`config.mk`:
```
export PLATFORM = sky130hd
export DESIGN_NAME = dmi_master_arbiter_flat
export DESIGN_NICKNAME = d
export VERILOG_FILES = /design/src/rtl/dmi_master_arbiter_if.sv /design/src/rtl/dmi_master_arbiter.sv /design/src/flat_wrapper.sv
export SDC_FILE = /design/constraint.sdc
export NUM_CORES = 1
export LEC_CHECK = 0
export CORE_MARGIN = 2
export CORE_UTILIZATION = 36
export CTS_CLUSTER_SIZE = 14
export DETAILED_ROUTE_END_ITERATION = 10
export GPL_ROUTABILITY_DRIVEN = 0
export PLACE_DENSITY = 0.87
export SYNTH_ARGS = -nofsm -noshare
export SYNTH_HDL_FRONTEND = slang
export SYNTH_SLANG_ARGS = --single-unit
```
`constraint.sdc`:
```
create_clock -name clock -period 3.3 [get_ports clock]
set_clock_uncertainty 0.1 [all_clocks]
set_input_delay 0.495 -clock clock [delete_from_list [all_inputs] [get_ports clock]]
set_output_delay 0.495 -clock clock [all_outputs]
set_load 0.03 [all_outputs]
```
`src/rtl/dmi_master_arbiter_if.sv`:
```
// dmi_master_arbiter_if: requester handshakes plus the TileLink-UL DMI A/D channels seen by dmi_master_arbiter
interface dmi_master_arbiter_if #(
  parameter int ADDR_W = 7,
  parameter int DATA_W = 32
);
  logic [1:0]          req_valid;
  logic [1:0]          req_ready;
  logic [1:0]          req_write;
  logic [2*ADDR_W-1:0] req_addr;
  logic [2*DATA_W-1:0] req_data;
  logic [1:0]          rsp_valid;
  logic [1:0]          rsp_ready;
  logic [DATA_W-1:0]   rsp_data;
  logic                rsp_error;
  logic                dmi_a_valid;
  logic                dmi_a_ready;
  logic [2:0]          dmi_a_opcode;
  logic [ADDR_W-1:0]   dmi_a_address;
  logic [DATA_W-1:0]   dmi_a_data;
  logic                dmi_d_valid;
  logic                dmi_d_ready;
  logic [2:0]          dmi_d_opcode;
  logic [DATA_W-1:0]   dmi_d_data;
  modport master (
    input  req_valid, req_write, req_addr, req_data, rsp_ready,
           dmi_a_ready, dmi_d_valid, dmi_d_opcode, dmi_d_data,
    output req_ready, rsp_valid, rsp_data, rsp_error,
           dmi_a_valid, dmi_a_opcode, dmi_a_address, dmi_a_data, dmi_d_ready
  );
  modport slave (
    output req_valid, req_write, req_addr, req_data, rsp_ready,
           dmi_a_ready, dmi_d_valid, dmi_d_opcode, dmi_d_data,
    input  req_ready, rsp_valid, rsp_data, rsp_error,
           dmi_a_valid, dmi_a_opcode, dmi_a_address, dmi_a_data, dmi_d_ready
  );
endinterface

```
`src/rtl/dmi_master_arbiter.sv`:
```
// dmi_master_arbiter: round-robin two-requester DMI sequencer, one transaction outstanding; define DMI_TIMEOUT_EN to add the response watchdog
module dmi_master_arbiter #(
  parameter int ADDR_W = 7,
  parameter int DATA_W = 32,
  parameter int TIMEOUT_CYCLES = 255
) (
  input  logic                 clock,
  input  logic                 reset,
  dmi_master_arbiter_if.master bus,
  output logic [7:0]           stray_cnt
);
  typedef enum logic [1:0] {IDLE, ISSUE, WAIT_D, RESP} state_t;
  state_t            state, state_nx;
  logic              last_grant, grant, wr_q, rsp_error_q;
  logic [ADDR_W-1:0] addr_q;
  logic [DATA_W-1:0] data_q, rsp_data_q;
  logic              win, req_fire, a_fire, d_fire, busy, timeout, capture, rsp_done;
  assign win = &bus.req_valid ? ~last_grant : bus.req_valid[1];
  assign req_fire = state == IDLE && |bus.req_valid;
  assign a_fire = bus.dmi_a_valid & bus.dmi_a_ready;
  assign d_fire = bus.dmi_d_valid & bus.dmi_d_ready;
  assign busy = state == ISSUE || state == WAIT_D;
  assign capture = (state == ISSUE && a_fire && d_fire) || (state == WAIT_D && d_fire);
  assign rsp_done = state == RESP && bus.rsp_ready[grant];
`ifdef DMI_TIMEOUT_EN
  logic [7:0] wd_cnt;
  assign timeout = busy && wd_cnt == 8'(TIMEOUT_CYCLES);
  // watchdog restarts when a request is latched and counts every in-flight cycle
  always_ff @(posedge clock or posedge reset)
    if (reset) wd_cnt <= '0;
    else if (req_fire) wd_cnt <= '0;
    else if (busy) wd_cnt <= wd_cnt + 8'd1;
`else
  logic unused_timeout;
  assign unused_timeout = ^TIMEOUT_CYCLES;
  assign timeout = 1'b0;
`endif
  // state register
  always_ff @(posedge clock or posedge reset)
    if (reset) state <= IDLE;
    else state <= state_nx;
  // next-state logic; a watchdog expiry is reported as an errored response
  always_comb begin
    state_nx = state;
    case (state)
      IDLE:    state_nx = req_fire ? ISSUE : IDLE;
      ISSUE:   state_nx = (timeout || capture) ? RESP : a_fire ? WAIT_D : ISSUE;
      WAIT_D:  state_nx = (timeout || capture) ? RESP : WAIT_D;
      RESP:    state_nx = rsp_done ? IDLE : RESP;
      default: state_nx = IDLE;
    endcase
  end
  // latch the winning request and remember who was served last for round-robin
  always_ff @(posedge clock or posedge reset)
    if (reset) begin
      grant      <= 1'b0;
      wr_q       <= 1'b0;
      addr_q     <= '0;
      data_q     <= '0;
      last_grant <= 1'b1;
    end else begin
      if (req_fire) begin
        grant  <= win;
        wr_q   <= bus.req_write[win];
        addr_q <= win ? bus.req_addr[2*ADDR_W-1:ADDR_W] : bus.req_addr[ADDR_W-1:0];
        data_q <= win ? bus.req_data[2*DATA_W-1:DATA_W] : bus.req_data[DATA_W-1:0];
      end
      if (rsp_done) last_grant <= grant;
    end
  // capture the D beat: writes return no data, wrong opcode flags an error
  always_ff @(posedge clock or posedge reset)
    if (reset) begin
      rsp_data_q  <= '0;
      rsp_error_q <= 1'b0;
    end else if (capture) begin
      rsp_data_q  <= wr_q ? '0 : bus.dmi_d_data;
      rsp_error_q <= bus.dmi_d_opcode != (wr_q ? 3'h0 : 3'h1);
    end else if (timeout) begin
      rsp_data_q  <= '0;
      rsp_error_q <= 1'b1;
    end
  // D beats accepted while idle belong to no transaction; count them, saturating
  always_ff @(posedge clock or posedge reset)
    if (reset) stray_cnt <= '0;
    else if (state == IDLE && d_fire && stray_cnt != 8'hff) stray_cnt <= stray_cnt + 8'd1;
  // outputs decoded from state; idle-time readies are held low while reset is asserted
  always_comb begin
    bus.req_ready     = (state == IDLE && !reset && |bus.req_valid) ? (win ? 2'b10 : 2'b01) : 2'b00;
    bus.rsp_valid     = state == RESP ? (grant ? 2'b10 : 2'b01) : 2'b00;
    bus.rsp_data      = rsp_data_q;
    bus.rsp_error     = rsp_error_q;
    bus.dmi_a_valid   = state == ISSUE && !timeout;
    bus.dmi_a_opcode  = (state == ISSUE && !wr_q) ? 3'h4 : 3'h0;
    bus.dmi_a_address = addr_q;
    bus.dmi_a_data    = data_q;
    bus.dmi_d_ready   = !reset && !timeout && state != RESP;
  end
endmodule

```
`src/flat_wrapper.sv`:
```
// flat-port wrapper written by rule: the top's interface ports become plain ports
module dmi_master_arbiter_flat 
#(
  parameter int ADDR_W = 7,
  parameter int DATA_W = 32,
  parameter int TIMEOUT_CYCLES = 255
)
  (clock, reset, stray_cnt, bus_req_valid, bus_req_write, bus_req_addr, bus_req_data, bus_rsp_ready, bus_dmi_a_ready, bus_dmi_d_valid, bus_dmi_d_opcode, bus_dmi_d_data, bus_req_ready, bus_rsp_valid, bus_rsp_data, bus_rsp_error, bus_dmi_a_valid, bus_dmi_a_opcode, bus_dmi_a_address, bus_dmi_a_data, bus_dmi_d_ready);
  dmi_master_arbiter_if #(.ADDR_W(ADDR_W), .DATA_W(DATA_W)) bus_i ();
  input  logic clock;
  input  logic reset;
  output logic [7:0] stray_cnt;
  input wire logic [$bits(bus_i.req_valid)-1:0] bus_req_valid;
  input wire logic [$bits(bus_i.req_write)-1:0] bus_req_write;
  input wire logic [$bits(bus_i.req_addr)-1:0] bus_req_addr;
  input wire logic [$bits(bus_i.req_data)-1:0] bus_req_data;
  input wire logic [$bits(bus_i.rsp_ready)-1:0] bus_rsp_ready;
  input wire logic [$bits(bus_i.dmi_a_ready)-1:0] bus_dmi_a_ready;
  input wire logic [$bits(bus_i.dmi_d_valid)-1:0] bus_dmi_d_valid;
  input wire logic [$bits(bus_i.dmi_d_opcode)-1:0] bus_dmi_d_opcode;
  input wire logic [$bits(bus_i.dmi_d_data)-1:0] bus_dmi_d_data;
  output wire logic [$bits(bus_i.req_ready)-1:0] bus_req_ready;
  output wire logic [$bits(bus_i.rsp_valid)-1:0] bus_rsp_valid;
  output wire logic [$bits(bus_i.rsp_data)-1:0] bus_rsp_data;
  output wire logic [$bits(bus_i.rsp_error)-1:0] bus_rsp_error;
  output wire logic [$bits(bus_i.dmi_a_valid)-1:0] bus_dmi_a_valid;
  output wire logic [$bits(bus_i.dmi_a_opcode)-1:0] bus_dmi_a_opcode;
  output wire logic [$bits(bus_i.dmi_a_address)-1:0] bus_dmi_a_address;
  output wire logic [$bits(bus_i.dmi_a_data)-1:0] bus_dmi_a_data;
  output wire logic [$bits(bus_i.dmi_d_ready)-1:0] bus_dmi_d_ready;
  assign bus_i.req_valid = bus_req_valid;
  assign bus_i.req_write = bus_req_write;
  assign bus_i.req_addr = bus_req_addr;
  assign bus_i.req_data = bus_req_data;
  assign bus_i.rsp_ready = bus_rsp_ready;
  assign bus_i.dmi_a_ready = bus_dmi_a_ready;
  assign bus_i.dmi_d_valid = bus_dmi_d_valid;
  assign bus_i.dmi_d_opcode = bus_dmi_d_opcode;
  assign bus_i.dmi_d_data = bus_dmi_d_data;
  assign bus_req_ready = bus_i.req_ready;
  assign bus_rsp_valid = bus_i.rsp_valid;
  assign bus_rsp_data = bus_i.rsp_data;
  assign bus_rsp_error = bus_i.rsp_error;
  assign bus_dmi_a_valid = bus_i.dmi_a_valid;
  assign bus_dmi_a_opcode = bus_i.dmi_a_opcode;
  assign bus_dmi_a_address = bus_i.dmi_a_address;
  assign bus_dmi_a_data = bus_i.dmi_a_data;
  assign bus_dmi_d_ready = bus_i.dmi_d_ready;
  dmi_master_arbiter #(.ADDR_W(ADDR_W), .DATA_W(DATA_W), .TIMEOUT_CYCLES(TIMEOUT_CYCLES)) u_core (.clock(clock), .reset(reset), .bus(bus_i), .stray_cnt(stray_cnt));
endmodule
```
==> impl_metrics.json, run 1 <==
{
  "status": "complete, no violations",
  "p_leak_nw": 2.75,
  "row_count": 38,
  "wl_um": 10700,
  "netlist_area_mm2": 0.00393,
  "layout.nets": 712,
  "crit_path_start_kind": "flop",
  "vias": 3499,
  "hold_buffers": 0,
  "irDropWorstVdd_uv": 487,
  "async_reset_ff_share_pct": 100,
  "synth_common_cells": "dfrtp_1, nand2_1, o21ai_0, mux2i_1, nand2b_1",
  "crit_family": "buffers and inverters",
  "syn_inst": 393,
  "ys_dominant_reg_cell": "dfrtp_1",
  "grt_use_total_pct": 18.5,
  "htree_levels": 3,
  "holdPathEnd": "u_core.bus.rsp_data[23]",
  "port_buffers": 209,
  "max-cap-violations": 0,
  "die_area_mm2": 0.0118,
  "drtIter0Drc": 140,
  "hold_viol": 0,
  "ys_seq_elements": 85,
  "core_area_mm2": 0.0107,
  "endpoint_kind": "primary output",
  "layout.cells.non_filler": 733,
  "synth_cell_types": 37,
  "firstDrtPassIters": 4,
  "die_w_um": 109,
  "grt_max_degree": 86,
  "crit_fanout": 12,
  "rr_startpoint": "u_core.state[1]",
  "num_io_pins": 212,
  "reg2reg_depth": 3,
  "insertion_delay_ns": 0.36,
  "hold_start": "u_core.bus.rsp_data[23]",
  "fin_crit_ns": 3.07,
  "worstHoldPathType": "reg2reg",
  "rsz0062_at_grt": "no",
  "post-route-period-util_pct": 92.9,
  "setup_slack_ns": 0.235,
  "clk_pin_slew_ns": 0.09,
  "final_max_slew_viol_count": 0,
  "yosysWarnings": 0,
  "arrival_ns": 2.47,
  "relSlewSlack_pct": 16.2,
  "postCtsSetupRepairBufs": 0,
  "worstMarginPinSlew_ns": 1.25,
  "dpl.cell_count": 717,
  "cts-root-buf": "clkbuf_8",
  "crit_required_ns": 2.70,
  "r2r-end": "u_core.bus.rsp_data[10]",
  "syn2layout_area_growth_pct": 60.8,
  "crit_buf_inv": 1,
  "dp_hpwl_um": 7980,
  "drive_gt1_share_pct": 5.90,
  "cellPowerDensity_mw_per_mm2": 913,
  "hold_path_depth": 2,
  "dp_slack_ns": 0.383,
  "yosysMostFrequentCell": "dfrtp_1",
  "power_mw": 5.77,
  "overflow": 0,
  "synth_top_area_cell": "dfrtp_1",
  "numCtsBuffers": 9,
  "rrSetupSlack_ns": 0.92,
  "avgRoutedWirePerCell_um": 14.7,
  "yosysSeqAreaShare_pct": 54.1,
  "grt_pass1_wl_um": 16600,
  "drc": 0,
  "synth.avg_cell_area_um2": 10.0,
  "cp_slowest_cell": "clkdlybuf4s50_1",
  "cts_tree": "done",
  "max-clock-path-buffers": 2,
  "crit_chain": "nor2_1, o21ai_4, nor3_1, clkdlybuf4s50_1",
  "n_antenna_cell": 0,
  "setup_viol": 0,
  "die_h_um": 109,
  "hold_slack_ns": 0.386,
  "cts.sinks": 85,
  "grt_pass1_vias": 3459,
  "setup_tns_ns": 0,
  "cts_resized": 0,
  "via_per_inst": 4.77,
  "synth_edf_count": 0,
  "fmax_mhz": 326,
  "start_util_pct": 36.6,
  "postRouteAntennaNets": 0,
  "slowest_delay_ns": 0.80,
  "synth.area.top_cells": "dfrtp_1, mux2i_1, o21ai_0, nand2_1, nand2b_1",
  "synth_top_area_share_pct": 53.5,
  "antenna_found_initial": 0,
  "crit_type": "reg2out"
}
[how the worst max path moves through the flow]
stage               startpoint          endpoint  cells after the start
3_3_place_gp             reset  bus_req_ready[0]                      3
5_1_grt        u_core.state[1]  bus_req_ready[0]                      4
6_report       u_core.state[1]  bus_req_ready[0]                      4
4_1_cts        u_core.state[1]  bus_req_ready[0]                      4
2_1_floorplan            reset  bus_req_ready[1]                      2
3_5_place_dp             reset  bus_req_ready[0]                      3
[placed cells by master (no fill, tap or decap), types with 3 or more instances in the layout]
cell type and count:
clkdlybuf4s50_1 208, a21oi_1 4, o21ai_0 70, nand2_1 77, nand3_1 7, clkbuf_8 11, nor2b_1 3, xnor2_1 4
nand2b_1 33, mux2i_1 42, dfrtp_1 84, o21ai_1 4, nor2_1 6, buf_4 5
[metal layers]
metal	vias to the layer above	wire length, um	global-route usage [%]
met3	19	1220	7.05
met1	1599	4230	21.0
met5	-	0	0
li1	1714	-	-
met4	0	269	7.97
met2	167	5020	30.9
[flip-flops by register name, summed over array words and instances, names as in the netlist]
signal and flops:
u_core.last_grant 1, u_core.wr_q 1, u_core.bus.dmi_a_address 7, u_core.bus.rsp_data 32, u_core.state 2, u_core.bus.dmi_a_data 32
u_core.grant 1, u_core.stray_cnt 8, u_core.bus.rsp_error 1
[kinds of logic (layout without fill, tap and decap cells)]
group / count (synthesis) / count (layout) / synth area share [%]
flops: 85 / 85 / 54.1
fa+ha+maj: 1 / 1 / 0.318
compound gates: 87 / 87 / 11.5
other cells: 1 / 2 / 0.0954
simple gates: 139 / 139 / 17.6
buf+inv: 31 / 230 / 3.85
xor+xnor: 4 / 4 / 0.891
mux: 45 / 45 / 11.6
[area by class of cell]
class,instances,area [um^2]
tap,140,175
sequential,85,2130
multi-input combinational,278,1690
clock buffer,12,155
inverter,1,7.51
clock inverter,4,47.5
timing repair buffer,213,2120
fill,905,4420
[where the power goes]
part           internal, mW  leakage, nW  total [mW]  switching [mW]
Sequential             1.54         1.07        1.90           0.360
Clock                 0.389        0.102       0.754           0.365
Combinational          1.33         1.58        3.12            1.79
[worst reg2reg max path: stages (launching register included)]
cell and delay (ns):
dfrtp_1 0.59, and3b_2 0.28, o21ai_4 0.95, o21ai_0 0.28
[through the flow]
| stage | area, um^2 | util (%) |
|---|---|---|
| after floorplan | 3940 | - |
| final | 6320 | 58.8 |
| after global placement | 6120 | 57.0 |
| after global routing | 6320 | 58.8 |
| after CTS | 6320 | 58.8 |
| after detailed placement | 6120 | 57.0 |
Note: power is estimated with default switching activity, not from simulation.
==> run 2: changes to the inputs <==
--- a/config.mk
+++ b/config.mk
@@ -5,12 +5,14 @@
 export SDC_FILE = /design/constraint.sdc
 export NUM_CORES = 1
 export LEC_CHECK = 0
-export CORE_MARGIN = 2
+export CORE_MARGIN = 10
 export CORE_UTILIZATION = 36
 export CTS_CLUSTER_SIZE = 14
 export DETAILED_ROUTE_END_ITERATION = 10
 export GPL_ROUTABILITY_DRIVEN = 0
 export PLACE_DENSITY = 0.87
+export SETUP_SLACK_MARGIN = 0.3
 export SYNTH_ARGS = -nofsm -noshare
 export SYNTH_HDL_FRONTEND = slang
 export SYNTH_SLANG_ARGS = --single-unit
+export TNS_END_PERCENT = 5
==> impl_metrics.json, run 2 (synthesis gave the netlist of run 1 again) <==
{
  "postCtsSetupRepairBufs": 0,
  "hold_buffers": 0,
  "crit_required_ns": 2.70,
  "crit_family": "buffers and inverters",
  "drtIter0Drc": 179,
  "arrival_ns": 2.28,
  "max-cap-violations": 0,
  "max-clock-path-buffers": 2,
  "clk_pin_slew_ns": 0.09,
  "crit_path_start_kind": "primary input",
  "cts-root-buf": "clkbuf_8",
  "grt_max_degree": 86,
  "htree_levels": 3,
  "fin_crit_ns": 2.88,
  "via_per_inst": 4.76,
  "overflow": 0,
  "multi_input_area_mm2": 0.00169,
  "crit_fanout": 42,
  "grt_pass1_vias": 3740,
  "irDropWorstVdd_uv": 491,
  "mostFrequentLayoutCells": "clkdlybuf4s50_1, dfrtp_1, nand2_1",
  "start_util_pct": 36.6,
  "setup_viol": 0,
  "worstMarginPinSlew_ns": 1.07,
  "die_h_um": 125,
  "cts.sinks": 85,
  "syn2layout_area_growth_pct": 61.9,
  "row_count": 38,
  "core_area_mm2": 0.0107,
  "rr_startpoint": "u_core.state[0]",
  "die_w_um": 125,
  "final_max_slew_viol_count": 0,
  "seqCellArea_mm2": 0.00213,
  "hold_start": "u_core.bus.rsp_data[3]",
  "holdPathEnd": "u_core.bus.rsp_data[3]",
  "postRouteAntennaNets": 0,
  "p_leak_nw": 2.79,
  "reg2reg_depth": 4,
  "r2r-end": "u_core.bus.rsp_data[24]",
  "avgRoutedWirePerCell_um": 16.6,
  "wl_um": 12200,
  "cts_resized": 0,
  "insertion_delay_ns": 0.36,
  "vias": 3495,
  "antenna_found_initial": 0,
  "relSlewSlack_pct": 28.5,
  "numCtsBuffers": 9,
  "num_io_pins": 212,
  "crit_type": "in2out",
  "setup_tns_ns": 0,
  "rrSetupSlack_ns": 1.36,
  "utilization_pct": 59.2,
  "drive_gt1_share_pct": 6.23,
  "status": "complete, no violations",
  "grt_pass1_wl_um": 19700,
  "cpMostUsedCell": "buf_4",
  "grt_use_total_pct": 15.4,
  "slowest_delay_ns": 0.56,
  "layout.nets": 713,
  "drc": 0,
  "crit_buf_inv": 3,
  "port_buffers": 209,
  "cp_slowest_cell": "buf_4",
  "rsz0062_at_grt": "no",
  "worstHoldPathType": "reg2reg",
  "fillers": 910,
  "cellPowerDensity_mw_per_mm2": 924,
  "dp_hpwl_um": 9580,
  "hold_viol": 0,
  "die_area_mm2": 0.0155,
  "firstDrtPassIters": 4,
  "crit_chain": "clkdlybuf4s50_1, a21boi_4, buf_4, and3_1, buf_4",
  "cts_tree": "done",
  "post-route-period-util_pct": 87.2,
  "fmax_mhz": 348,
  "final_common_cell": "clkdlybuf4s50_1",
  "endpoint_kind": "primary output",
  "hold_path_depth": 2,
  "n_antenna_cell": 0
}
## run 2: cell count changes in the layout (fill, tap and decap cells not counted)
| cell | change |
|---|---|
| clkinvlp_4 | -1 |
| clkinv_2 | -1 |
| bufinv_16 | +1 |
| clkinv_4 | +2 |
| buf_4 | +1 |
| clkbuf_1 | -1 |
| clkdlybuf4s50_1 | -1 |
| dlymetal6s2s_1 | +1 |
## run 2: cell type report
cell class                      count  share of cell area [%]
Clock inverter                      5                    1.30
Multi-Input combinational cell    278                    26.6
Tap cell                          140                    2.75
Clock buffer                       11                    2.38
Sequential cell                    85                    33.4
Timing Repair Buffer              214                    33.5
Inverter                            1                   0.118
## run 2: report_power, final
group	internal (mW)	leakage (nW)	switching, mW
Clock	0.469	0.120	0.381
Combinational	1.33	1.60	1.83
Sequential	1.54	1.07	0.331
Total	3.34	2.79	2.54
## run 2: worst max-delay path by stage
stage,from,to,slack (ns),cells after the start
5_1_grt,bus_req_valid[1],bus_req_ready[1],0.31,5
4_1_cts,u_core.state[0],bus_req_ready[0],0.37,4
6_report,bus_req_valid[1],bus_req_ready[1],0.42,5
2_1_floorplan,reset,bus_req_ready[1],0.48,2
3_5_place_dp,bus_req_valid[1],bus_req_ready[1],0.40,5
3_3_place_gp,bus_req_valid[1],bus_req_ready[1],0.47,5
## run 2: worst min-delay path: stages, from the launching register on
cell and delay, ns:
dfrtp_1 0.35, nand2_1 0.04, o21ai_0 0.06
## run 2: per-stage QoR
stage | power (mW) | worst slack, ns | hold slack (ns) | cell area, um^2 | instances
3_5_place_dp | 5.09 | 0.404 | 0.370 | 6130 | 718
6_report | 5.88 | 0.422 | 0.382 | 6360 | 734
2_1_floorplan | 3.67 | 0.483 | 0.407 | 3940 | 394
4_1_cts | 5.96 | 0.372 | 0.388 | 6360 | 734
3_3_place_gp | 4.99 | 0.467 | 0.360 | 6130 | 718
5_1_grt | 6.25 | 0.309 | 0.409 | 6360 | 734
## run 2: metal layers
layer	global-route usage, %	share of wire, %	vias up
li1	-	-	1714
met1	17.9	42	1619
met2	24.4	46	149
met3	7.66	10	13
met4	4.39	1.1	0
met5	0	0	-
